File: src/rtl/pipe_pkg.sv
// Shared constants and helpers for the pipeline register shell.
// Stage index names, default sizes and the downstream-stall prefix OR.
package pipe_pkg;

  localparam int IF_ID  = 0;
  localparam int ID_EX  = 1;
  localparam int EX_MEM = 2;
  localparam int MEM_WB = 3;

  localparam int PIPE_DEPTH = 4;
  localparam int PIPE_W     = 64;
  localparam int MAX_DEPTH  = 32;

  // A stage holds when it or any stage downstream of it is stalled.
  function automatic logic hold_at(input logic [MAX_DEPTH-1:0] stall_vec,
                                   input int idx, input int depth);
    logic h;
    h = 1'b0;
    for (int j = 0; j < MAX_DEPTH; j++) begin
      if (j >= idx && j < depth) begin
        h = h | stall_vec[j];
      end else begin
        h = h;
      end
    end
    return h;
  endfunction

endpackage

File: src/rtl/pipe_stage.sv
// One pipeline register: W-bit payload plus valid bit.
// Priority at each edge: flush, then hold, then bubble, then normal load.
module pipe_stage
  import pipe_pkg::*;
#(
  parameter int W = PIPE_W
) (
  input  logic         clk,
  input  logic         rst_n,
  input  logic         src_valid,
  input  logic [W-1:0] src_data,
  input  logic         flush,
  input  logic         hold,
  input  logic         bubble,
  output logic         valid_q,
  output logic [W-1:0] data_q
);

  logic         valid_d;
  logic [W-1:0] data_d;

  // Flush only clears valid; the payload stays put so a flushed slot is inert.
  always_comb begin
    valid_d = valid_q;
    data_d  = data_q;
    if (flush) begin
      valid_d = 1'b0;
    end else if (hold) begin
      valid_d = valid_q;
    end else if (bubble) begin
      valid_d = 1'b0;
      data_d  = src_data;
    end else begin
      valid_d = src_valid;
      data_d  = src_data;
    end
  end

  always_ff @(posedge clk or negedge rst_n) begin
    if (!rst_n) begin
      valid_q <= 1'b0;
      data_q  <= '0;
    end else begin
      valid_q <= valid_d;
      data_q  <= data_d;
    end
  end

endmodule

File: src/rtl/pipe_shell.sv
// In-order pipeline register chain with per-stage valid, stall and flush.
// Optional performance counters are built only when PIPE_PERF_EN is defined.
module pipe_shell
  import pipe_pkg::*;
#(
  parameter int DEPTH = PIPE_DEPTH,
  parameter int W     = PIPE_W,
  parameter int CNT_W = 16
) (
  input  logic               clk,
  input  logic               reset,
  input  logic               in_valid,
  input  logic [W-1:0]       in_data,
  output logic               in_ready,
  input  logic [DEPTH-1:0]   stall,
  input  logic [DEPTH-1:0]   flush,
  output logic [DEPTH-1:0]   stage_valid,
  output logic [DEPTH*W-1:0] stage_data,
  output logic               out_valid,
  output logic [W-1:0]       out_data,
  output logic [CNT_W-1:0]   stall_cnt,
  output logic [CNT_W-1:0]   flush_cnt,
  output logic [CNT_W-1:0]   retire_cnt
);

  logic [MAX_DEPTH-1:0]      stall_ext;
  logic [DEPTH-1:0]          hold;
  logic [DEPTH-1:0]          valid_w;
  logic [DEPTH-1:0][W-1:0]   data_w;

  always_comb begin
    stall_ext             = '0;
    stall_ext[DEPTH-1:0]  = stall;
    for (int i = 0; i < DEPTH; i++) begin
      hold[i] = hold_at(stall_ext, i, DEPTH);
    end
  end

  assign in_ready = ~hold[IF_ID];

  for (genvar i = 0; i < DEPTH; i++) begin : g_stage
    logic         src_valid;
    logic [W-1:0] src_data;
    logic         bubble;

    if (i == IF_ID) begin : g_head
      assign src_valid = in_valid & in_ready;
      assign src_data  = in_data;
      assign bubble    = 1'b0;
    end else begin : g_body
      // Upstream is frozen but this stage is free: emit a bubble.
      assign src_valid = valid_w[i-1];
      assign src_data  = data_w[i-1];
      assign bubble    = hold[i-1];
    end

    pipe_stage #(.W(W)) u_stage (
      .clk       (clk),
      .rst_n     (reset),
      .src_valid (src_valid),
      .src_data  (src_data),
      .flush     (flush[i]),
      .hold      (hold[i]),
      .bubble    (bubble),
      .valid_q   (valid_w[i]),
      .data_q    (data_w[i])
    );
  end

  assign stage_valid = valid_w;
  assign stage_data  = data_w;
  assign out_valid   = valid_w[DEPTH-1];
  assign out_data    = data_w[DEPTH-1];

`ifdef PIPE_PERF_EN
  localparam logic [CNT_W-1:0] CNT_MAX = {CNT_W{1'b1}};

  logic             out_fire;
  logic [CNT_W-1:0] stall_cnt_q,  stall_cnt_d;
  logic [CNT_W-1:0] flush_cnt_q,  flush_cnt_d;
  logic [CNT_W-1:0] retire_cnt_q, retire_cnt_d;

  assign out_fire = out_valid & ~stall[DEPTH-1] & ~flush[DEPTH-1];

  // Saturating event counters.
  always_comb begin
    stall_cnt_d  = stall_cnt_q;
    flush_cnt_d  = flush_cnt_q;
    retire_cnt_d = retire_cnt_q;
    if ((|stall) && (stall_cnt_q != CNT_MAX)) begin
      stall_cnt_d = stall_cnt_q + 1'b1;
    end else begin
      stall_cnt_d = stall_cnt_q;
    end
    if ((|flush) && (flush_cnt_q != CNT_MAX)) begin
      flush_cnt_d = flush_cnt_q + 1'b1;
    end else begin
      flush_cnt_d = flush_cnt_q;
    end
    if (out_fire && (retire_cnt_q != CNT_MAX)) begin
      retire_cnt_d = retire_cnt_q + 1'b1;
    end else begin
      retire_cnt_d = retire_cnt_q;
    end
  end

  always_ff @(posedge clk or negedge reset) begin
    if (!reset) begin
      stall_cnt_q  <= '0;
      flush_cnt_q  <= '0;
      retire_cnt_q <= '0;
    end else begin
      stall_cnt_q  <= stall_cnt_d;
      flush_cnt_q  <= flush_cnt_d;
      retire_cnt_q <= retire_cnt_d;
    end
  end

  assign stall_cnt  = stall_cnt_q;
  assign flush_cnt  = flush_cnt_q;
  assign retire_cnt = retire_cnt_q;
`else
  assign stall_cnt  = '0;
  assign flush_cnt  = '0;
  assign retire_cnt = '0;
`endif

endmodule
File: config.mk
export PLATFORM = sky130hd
export DESIGN_NAME = pipe_shell
export DESIGN_NICKNAME = d
export VERILOG_FILES = /design/src/rtl/pipe_pkg.sv /design/src/rtl/pipe_stage.sv /design/src/rtl/pipe_shell.sv
export SDC_FILE = /design/constraint.sdc
export NUM_CORES = 1
export LEC_CHECK = 0
export BUFFER_PORTS_ARGS = -buffer_cell sky130_fd_sc_hd__buf_2
export CAP_MARGIN = 20
export CORE_ASPECT_RATIO = 1.25
export CORE_MARGIN = 8
export CORE_UTILIZATION = 40
export DETAILED_ROUTE_END_ITERATION = 8
export HOLD_SLACK_MARGIN = 0.02
export PLACE_DENSITY = 0.76
export SLEW_MARGIN = 0
export SYNTH_ARGS = -nofsm -noshare
export SYNTH_HDL_FRONTEND = slang
export SYNTH_HIERARCHICAL = 1
export SYNTH_SLANG_ARGS = --single-unit
File: constraint.sdc
create_clock -name clk -period 1.2 [get_ports clk]
set_input_delay 0.06 -clock clk [delete_from_list [all_inputs] [get_ports clk]]
set_output_delay 0.06 -clock clk [all_outputs]
set_load 0.05 [all_outputs]
==> impl_metrics.env <==
export IMPL_fmax_mhz=811
export IMPL_finalHoldViolCount=0
export IMPL_hp_class="in2reg"
export IMPL_cp_top_family="simple AND/OR/NAND/NOR gates"
export IMPL_clk_path_buf_depth=3
export IMPL_ys_ff_latch=260
export IMPL_crit_path_max_incr_delay_ns=0.46
export IMPL_timing_critical_path_to_type="register"
export IMPL_grt_max_degree=61
export IMPL_wl_mm=40.6
export IMPL_instances_no_fill=1739
export IMPL_final_setup_worst_slack_ns=-0.0335
export IMPL_setup_viol=23
export IMPL_grt_pass1_wl_mm=55.9
export IMPL_grt_pass1_vias=8684
export IMPL_rsz0062_at_grt="true"
export IMPL_ios=449
export IMPL_placed_area_mm2=0.0137
export IMPL_critPathArrivalTime_ns=1.65
export IMPL_violations="negative setup slack"
export IMPL_viasPerCell=4.62
export IMPL_syn_mean_instance_area_um2=17.5
export IMPL_synthCells=678
export IMPL_clk_latency_ns=0.53
export IMPL_port_buffers=400
export IMPL_via_count=8038
export IMPL_hold_depth=4
export IMPL_overflow=0
export IMPL_worstHoldStart="stall[1]"
export IMPL_ant_nets=0
export IMPL_fin_util=0.648
export IMPL_synth_cell_type_count=15
export IMPL_start_util=0.406
export IMPL_dr_first_iter_drc_count=388
export IMPL_rr_startpoint="g_stage[2].u_stage/valid_q"
export IMPL_fp_dieH_um=208
export IMPL_htree_levels=1
export IMPL_area_growth_pct=59.6
export IMPL_critPathRequiredTime_ns=1.62
export IMPL_die_w_um=170
export IMPL_cts_made_buffers=27
export IMPL_period_needed_ns=1.23
export IMPL_clock_skew_ns=0.00841
export IMPL_coreArea_mm2=0.0292
export IMPL_reg2reg_slack_ns=-0.03
export IMPL_drive_above_1_share=0.720
export IMPL_setup_tns_ns=-0.177
export IMPL_critPathKind="reg2reg"
export IMPL_critPathBufInv=0
export IMPL_dpl_hpwl_mm=22.1
export IMPL_outcome="finished, violations left"
export IMPL_cellLeakagePower_uw=0.00956
export IMPL_gp_congestion=0.796
export IMPL_r2r_end="g_stage[3].u_stage/valid_q"
export IMPL_maxCapViolCount=0
export IMPL_peakVddDrop_v=0.00168
export IMPL_slew_violations=0
export IMPL_cp_start_kind="register"
export IMPL_drc_errors=0
export IMPL_netlist_area_mm2=0.0118
export IMPL_antenna_found_initial=3
export IMPL_dieArea_mm2=0.0354
export IMPL_holdPathEnd="g_stage[1].u_stage/valid_q"
export IMPL_yosysSeqAreaShare=0.550
export IMPL_path_max_fanout=3
export IMPL_layout_nets=1396
export IMPL_dr_pass1_iters=4
export IMPL_clk_pin_slew_ns=0.06
export IMPL_fillCellCount=1865
export IMPL_ys_warnings_count=6
export IMPL_wl_per_cell_um=23.3
export IMPL_core_rowCount=70
export IMPL_path_cells="or3b_2 > a21oi_1"
export IMPL_post_place_cells=1415
export IMPL_clock_sinks=260
export IMPL_grt_usage=0.203
export IMPL_p_per_area_mw_per_mm2=3110
export IMPL_cpMaxStageDelayCell="or3b_2"
export IMPL_ff2ff_path_depth=2
export IMPL_root_buffer="clkbuf_16"
export IMPL_finalInstanceArea_mm2=0.0189
export IMPL_cts_tree="built"
export IMPL_fin_crit_sh=1.03
-- power by group --
| part | leakage, uW | switching, uW | internal (uW) | total, uW |
|---|---|---|---|---|
| combinational | 0.00586 | 20300 | 14700 | 35000 |
| sequential | 0.00327 | 3610 | 11900 | 15500 |
| clock | 0.000432 | 3490 | 4780 | 8270 |
| total | 0.00956 | 27400 | 31400 | 58800 |
-- area by class of cell --
| type | instances | area [um2] | share of cell area |
|---|---|---|---|
| Clock buffer | 40 | 795 | 0.0420 |
| Tap cell | 396 | 495 | 0.0262 |
| Multi-Input combinational cell | 325 | 4180 | 0.221 |
| Clock inverter | 8 | 72.6 | 0.00384 |
| Antenna cell | 3 | 7.51 | 0.000397 |
| Inverter | 1 | 3.75 | 0.000199 |
| Sequential cell | 260 | 6530 | 0.346 |
| Timing Repair Buffer | 706 | 6810 | 0.360 |
-- cells in the mapped netlist (all sizes together) --
library cell	instances	area, um2
dfrtp	260	6510
mux2	256	3780
buf	140	1350
a21oi	4	20.0
nand2	4	15.0
nor2	4	80.1
or3b	4	35.0
and2	1	6.26
conb	1	3.75
inv	1	3.75
nor4	1	21.3
or2	1	6.26
or3	1	7.51
-- worst register-to-register path, delay by kind of cell (launching register included) --
kind / cells / cell delay [ns]
compound gates: 1 / 0.27
simple gates: 1 / 0.46
flops: 1 / 0.39
-- flip-flops by register name (all words and copies together), names as in the netlist --
signal	cells
g_stage.u_stage/valid_q	4
g_stage.u_stage/data_q	256
-- what timing repair did --
action                     4_1_cts  5_1_grt
pin swaps                        0        1
setup endpoints to repair      325      395
cloned                           0        3
gates resized for setup        620       68
hold buffers                    72        0
buffers inserted               102       98
hold endpoints to repair       328        0
-- how the worst max path moves through the flow --
stage                                       start                            end  slack [ns]  cells after the start
finish                 g_stage[2].u_stage/valid_q     g_stage[3].u_stage/valid_q       -0.03                      2
global route        g_stage[3].u_stage/data_q[27]                stage_data[219]       -0.06                      1
CTS                 g_stage[3].u_stage/data_q[60]                   out_data[60]       -0.05                      1
detailed placement                       stall[1]  g_stage[1].u_stage/data_q[58]       -0.35                      5
global placement                         stall[1]  g_stage[1].u_stage/data_q[59]       -0.33                      5
floorplan                                stall[2]   g_stage[0].u_stage/data_q[0]       -0.61                      5
-- layout by cell type (no fill, tap or decap) --
master / instances
and2_1: 1
clkbuf_1: 6
a21oi_2: 1
inv_2: 1
buf_4: 216
or3_4: 1
nand2_1: 4
or2_4: 1
a21oi_1: 3
clkbuf_16: 30
clkbuf_8: 7
inv_6: 1
conb_1: 49
bufinv_16: 1
clkinv_4: 1
dfrtp_2: 18
mux2_2: 12
dlygate4sd3_1: 70
dfrtp_1: 242
nor2_8: 4
diode_2: 3
buf_6: 326
or3b_2: 4
buf_16: 2
nor4_4: 1
buf_12: 16
mux2_4: 244
buf_2: 73
clkinv_2: 5
-- cell families (layout without fill, tap and decap cells) --
logic type,after synthesis,in the layout,synth area share
other cells,1,52,0.000317
mux,256,256,0.320
simple gates,16,16,0.0145
buf+inv,141,755,0.114
compound gates,4,4,0.00169
flops,260,260,0.550
-- through the flow --
stage | hold slack [ns] | power (uW) | worst slack, ns
2_1_floorplan | -0.236 | 35200 | -0.611
3_3_place_gp | -0.0490 | 39700 | -0.332
3_5_place_dp | -0.0461 | 40100 | -0.349
4_1_cts | -0.000980 | 55900 | -0.0478
5_1_grt | 0.0450 | 60500 | -0.0613
6_report | 0.0495 | 58800 | -0.0335
-- routing by layer --
layer  vias up  global-route usage  part of all wire
met5         -                   0                 0
met4         0              0.0731             0.037
met3        92              0.0388             0.057
met2       336               0.386              0.56
met1      4152               0.215              0.35
li1       3458                   -                 -
Note: power is estimated with default switching activity, not from simulation.
